File: src/rtl/button_event.sv
`timescale 1ns/1ps
// button_event: turns a debounced push-button level into single-cycle
// command events (press, release, long-press hold, auto-repeat) for the
// downstream control FSM. One instance per key.
//
// Ports:
//   clk            system clock
//   nReset         asynchronous active-low reset
//   level          debounced button level, synchronous to clk
//   press_pulse    one-cycle pulse on press
//   release_pulse  one-cycle pulse on release
//   hold_pulse     one-cycle pulse once the press has lasted HOLD_TIME cycles
//   repeat_pulse   one-cycle pulse every REPEAT_TIME cycles while held
//   pressed        registered "button down" level
//   held           high from hold_pulse until release
//
// Parameters:
//   ACTIVE_LOW   1 = level is 0 when pressed, 0 = level is 1 when pressed
//   HOLD_TIME    cycles from press_pulse to hold_pulse (>= 2)
//   REPEAT_TIME  cycles between repeats, and from hold_pulse to first repeat (>= 2)
//   REPEAT_EN    1 = emit repeat pulses while held
module button_event #(
  parameter bit          ACTIVE_LOW  = 1'b1,
  parameter int unsigned HOLD_TIME   = 25000000,
  parameter int unsigned REPEAT_TIME = 5000000,
  parameter bit          REPEAT_EN   = 1'b1
) (
  input  logic clk,
  input  logic nReset,
  input  logic level,
  output logic press_pulse,
  output logic release_pulse,
  output logic hold_pulse,
  output logic repeat_pulse,
  output logic pressed,
  output logic held
);

  localparam int unsigned MAX_TIME = (HOLD_TIME > REPEAT_TIME) ? HOLD_TIME : REPEAT_TIME;
  localparam int unsigned CNT_W    = (MAX_TIME > 2) ? $clog2(MAX_TIME) : 1;

  // Terminal counts: the counter restarts at 0 on each event, so the event
  // fires on the edge that observes count N-1, exactly N cycles later.
  localparam logic [CNT_W-1:0] HOLD_LAST   = CNT_W'(HOLD_TIME - 1);
  localparam logic [CNT_W-1:0] REPEAT_LAST = CNT_W'(REPEAT_TIME - 1);
  localparam logic [CNT_W-1:0] CNT_ONE     = CNT_W'(1);

  // Level value that means "not pressed".
  localparam logic RELEASED = ACTIVE_LOW;

  typedef enum logic [1:0] {
    ST_IDLE  = 2'd0,
    ST_PRESS = 2'd1,
    ST_HELD  = 2'd2
  } state_t;

  state_t           state_q;
  state_t           state_d;
  logic [CNT_W-1:0] cnt_q;
  logic [CNT_W-1:0] cnt_d;
  logic             level_q;

  logic press_d;
  logic release_d;
  logic hold_d;
  logic repeat_d;
  logic pressed_d;
  logic held_d;

  logic act;
  logic act_prev;
  logic press_evt;

  // Normalise polarity: act = 1 means the key is down.
  assign act      = level ^ ACTIVE_LOW;
  assign act_prev = level_q ^ ACTIVE_LOW;

  // Rising edge of act. level_q resets to the released value, so a key
  // already down when reset lifts is reported as a fresh press.
  assign press_evt = act & ~act_prev;

  // State, counter, previous level and registered outputs.
  always_ff @(posedge clk or negedge nReset) begin
    if (!nReset) begin
      state_q       <= ST_IDLE;
      cnt_q         <= '0;
      level_q       <= RELEASED;
      press_pulse   <= 1'b0;
      release_pulse <= 1'b0;
      hold_pulse    <= 1'b0;
      repeat_pulse  <= 1'b0;
      pressed       <= 1'b0;
      held          <= 1'b0;
    end else begin
      state_q       <= state_d;
      cnt_q         <= cnt_d;
      level_q       <= level;
      press_pulse   <= press_d;
      release_pulse <= release_d;
      hold_pulse    <= hold_d;
      repeat_pulse  <= repeat_d;
      pressed       <= pressed_d;
      held          <= held_d;
    end
  end

  // Next-state, counter and next-output decode. Release is checked before
  // the terminal count so a release on that edge suppresses hold/repeat.
  always_comb begin
    state_d   = state_q;
    cnt_d     = cnt_q;
    press_d   = 1'b0;
    release_d = 1'b0;
    hold_d    = 1'b0;
    repeat_d  = 1'b0;
    pressed_d = pressed;
    held_d    = held;

    unique case (state_q)
      ST_IDLE: begin
        if (press_evt) begin
          state_d   = ST_PRESS;
          press_d   = 1'b1;
          pressed_d = 1'b1;
          cnt_d     = '0;
        end
      end

      ST_PRESS: begin
        if (!act) begin
          state_d   = ST_IDLE;
          release_d = 1'b1;
          pressed_d = 1'b0;
          cnt_d     = '0;
        end else if (cnt_q == HOLD_LAST) begin
          state_d = ST_HELD;
          hold_d  = 1'b1;
          held_d  = 1'b1;
          cnt_d   = '0;
        end else begin
          cnt_d = cnt_q + CNT_ONE;
        end
      end

      ST_HELD: begin
        if (!act) begin
          state_d   = ST_IDLE;
          release_d = 1'b1;
          pressed_d = 1'b0;
          held_d    = 1'b0;
          cnt_d     = '0;
        end else if (REPEAT_EN) begin
          if (cnt_q == REPEAT_LAST) begin
            repeat_d = 1'b1;
            cnt_d    = '0;
          end else begin
            cnt_d = cnt_q + CNT_ONE;
          end
        end else begin
          cnt_d = '0;
        end
      end

      default: begin
        state_d   = ST_IDLE;
        cnt_d     = '0;
        pressed_d = 1'b0;
        held_d    = 1'b0;
      end
    endcase
  end

`ifndef SYNTHESIS
  // At most one event pulse per cycle.
  a_pulse_excl: assert property (@(posedge clk) disable iff (!nReset)
    $onehot0({press_pulse, release_pulse, hold_pulse, repeat_pulse}));

  // held is a sub-state of pressed.
  a_held_pressed: assert property (@(posedge clk) disable iff (!nReset)
    held |-> pressed);
`endif

endmodule

File: config.mk
export PLATFORM = sky130hd
export DESIGN_NAME = button_event
export DESIGN_NICKNAME = d
export VERILOG_FILES = /design/src/rtl/button_event.sv
export SDC_FILE = /design/constraint.sdc
export NUM_CORES = 1
export LEC_CHECK = 0
export CORE_MARGIN = 4
export CORE_UTILIZATION = 50
export DETAILED_ROUTE_END_ITERATION = 8
export PLACE_DENSITY_LB_ADDON = 0.05
export SLEW_MARGIN = 15
export SYNTH_ARGS = -nofsm -noshare
export SYNTH_HDL_FRONTEND = slang
export SYNTH_SLANG_ARGS = --single-unit
export TNS_END_PERCENT = 10
File: constraint.sdc
create_clock -name clk -period 2.77 [get_ports clk]
set_input_delay 0.6925 -clock clk [delete_from_list [all_inputs] [get_ports clk]]
set_output_delay 0.6925 -clock clk [all_outputs]
set_load 0.005 [all_outputs]
==> flow_summary_export.csv <==
group,metric,value,unit
timing,tightest_slew,0.515,ns
cells_and_area,fillers,316,
pwr,p_leak,0.873,nW
worst_setup_path,arrival,2.77,ns
synthesis,ys_types,41,
die,die_y,69.4,um
synthesis,yosysWarnings,0,
min_path,worstHoldPathCells,2,
global_route,grtUsageTotal,18.8,%
timing,hold_violations,0,
detailed_routing,vias_per_cell,5.99,
worst_setup_path,worstSetupStartpointType,"register",
timing,maxSlewHeadroom,65.6,%
detailed_routing,routed_wl,4.20,mm
cells_and_area,mostFrequentLayoutCell,"dfrtp_1",
cells_and_area,drive_gt1_share,12.8,%
pwr,report.power.total,1.21,mW
timing,finalCritPeriodShare,94.9,%
synthesis,synth_nets,204,
detailed_routing,antenna_left,0,
placement,routabilityCongestion,0.834,
die,coreArea,3660,um^2
global_route,grt_pass1_wl,7.34,mm
global_route,grt_start_max_net_pins,35,
timing,fin_skew,0.00537,ns
worst_setup_path,r2r-end,"cnt_q[23]$_DFFE_PN0P_",
timing,tns,0,ns
timing,rsz0062_at_grt,"no",
synthesis,synthArstFlopShare,100,%
worst_setup_path,crit_end,"cnt_q[23]$_DFFE_PN0P_",
cells_and_area,antenna_cells,0,
clock_tree,cts_resized,0,
worst_setup_path,reg2reg_slack,0.14,ns
synthesis,synth_ff_type,"dfrtp_1",
detailed_routing,dr.pass1.iters,4,
global_route,antenna_found_initial,0,
detailed_routing,num_vias,1593,
die,ios,9,
die,dieArea,4810,um^2
min_path,min_from,"pressed$_DFFE_PN0P_",
timing,final-max-slew-violation-count,0,
cells_and_area,post-route-util,59.5,%
detailed_routing,drc_errors,0,
clock_tree,cts-buffers-inserted,5,
clock_tree,clock_sinks,34,
global_route,first_global_vias,1552,
min_path,hp-class,"register to register",
synthesis,synthCells,197,
synthesis,syn_area,1880,um^2
worst_setup_path,required,2.92,ns
worst_setup_path,end_kind,"register",
pwr,p_per_area,557,nW/um^2
placement,dp_hpwl,3.00,mm
clock_tree,h-tree-depth,2,
clock_tree,cts_root_buf,"clkbuf_8",
synthesis,syn_avg_cell_area,9.56,um^2
worst_setup_path,cp-startpoint,"cnt_q[6]$_DFFE_PN0P_",
clock_tree,cts_tree,"built",
clock_tree,holdBufCountCts,0,
cells_and_area,mostFrequentLayoutCells,"33 x dfrtp_1, 28 x nand2_1, 20 x a21oi_1",
synthesis,ys_ff_latch,34,
worst_setup_path,cp_max_fo,6,
worst_setup_path,r2r_start,"cnt_q[6]$_DFFE_PN0P_",
worst_setup_path,path_class,"register to register",
detailed_routing,wl_per_cell,15.8,um
cells_and_area,synthToLayoutAreaGrowth,15.7,%
timing,post-route-min-period,2.63,ns
clock_tree,post-cts-setup-buffers,0,
synthesis,ys_seq_area_share,45.2,%
clock_tree,clkTransAtPathRegs,0.07,ns
worst_setup_path,ff2ff_path_depth,6,
clock_tree,clock_latency,0.28,ns
cells_and_area,nNetsFinal,224,
clock_tree,cts_buffer_depth,2,
synthesis,synth-edff-count,0,
timing,fmax,380,MHz
die,start_util,51.4,%
placement,port_buffers,8,
die,rows,22,
run,maxCapViolCount,0,
timing,setup_viol,0,
detailed_routing,drt_iter0_drc,81,
die,die_w,69.4,um
pwr,peakVddDrop,0.309,mV
outcome,outcome,"finished clean",
global_route,overflow,0,
[power breakdown]
group | total [mW] | internal, mW | switching, mW | leakage [nW]
Combinational | 0.307 | 0.109 | 0.199 | 0.358
Sequential | 0.538 | 0.521 | 0.0170 | 0.467
Clock | 0.369 | 0.200 | 0.169 | 0.0482
[layer usage]
metal,GRT usage [%],up-vias,part of all wire (%)
met5,0,-,0
met4,6.72,0,0.90
met3,3.77,4,6.7
met2,28.3,58,47
met1,26.8,762,45
li1,-,769,-
[Yosys cell counts (5+ instances only)]
cell / instances / area share (%)
dfrtp_1: 33 / 44
nand2_1: 28 / 5.6
a21oi_1: 20 / 5.3
xor2_1: 10 / 4.7
nand4_1: 8 / 2.7
nand3_1: 7 / 1.9
xnor2_1: 6 / 2.8
and3_1: 5 / 1.7
clkbuf_1: 5 / 1.0
inv_1: 5 / 1.0
nor2_1: 5 / 1.0
nor3_1: 5 / 1.3
nor4_1: 5 / 1.7
o2111ai_1: 5 / 2.3
o211ai_1: 5 / 2.0
[worst min path at each step]
stage / to
CTS: pressed$_DFFE_PN0P_
finish: pressed$_DFFE_PN0P_
floorplan: cnt_q[0]$_DFFE_PN0P_
global route: state_q[1]$_DFFE_PN0P_
detailed placement: pressed$_DFFE_PN0P_
global placement: pressed$_DFFE_PN0P_
[layout make-up]
class / instances / area (um^2) / share of cell area [%]
clock buffers: 7 / 86.3 / 3.96
clock inverters: 1 / 5.00 / 0.230
inverters: 5 / 18.8 / 0.861
multi-input cells: 150 / 967 / 44.4
flip-flops and latches: 34 / 852 / 39.1
well taps: 48 / 60.1 / 2.76
repair buffers: 21 / 190 / 8.73
[flip-flops by register name (all words and copies together) (netlist names)]
signal,flops
cnt_q,25
state_q,2
held,1
hold_pulse,1
level_q,1
press_pulse,1
pressed,1
release_pulse,1
repeat_pulse,1
[critical path: stages (launching register included)]
cell and delay (ns):
dfrtp_1 0.42, or4b_1 0.57, or4_4 0.55, o31a_1 0.40, buf_4 0.20, o211ai_4 0.22
o311ai_1 0.13
[cells by family (layout without fill, tap and decap cells)]
kind of cell    count (synthesis)  after routing  share of synthesized area [%]
compound gates                 46             46                           17.0
buf+inv                        13             34                           3.39
fa+ha+maj                       4              4                           2.66
simple gates                   84             84                           24.3
flops                          34             34                           45.2
xor+xnor                       16             16                           7.44
[per-stage QoR]
step / hold WS (ns) / setup slack, ns / std cells / instance area (um^2)
floorplan: 0.397 / 0.379 / 197 / 1880
global placement: 0.498 / 0.213 / 258 / 2090
detailed placement: 0.501 / 0.164 / 258 / 2090
CTS: 0.517 / 0.153 / 266 / 2180
global route: 0.558 / 0.0448 / 266 / 2180
finish: 0.509 / 0.141 / 266 / 2180
(Power assumes the default switching activity.)
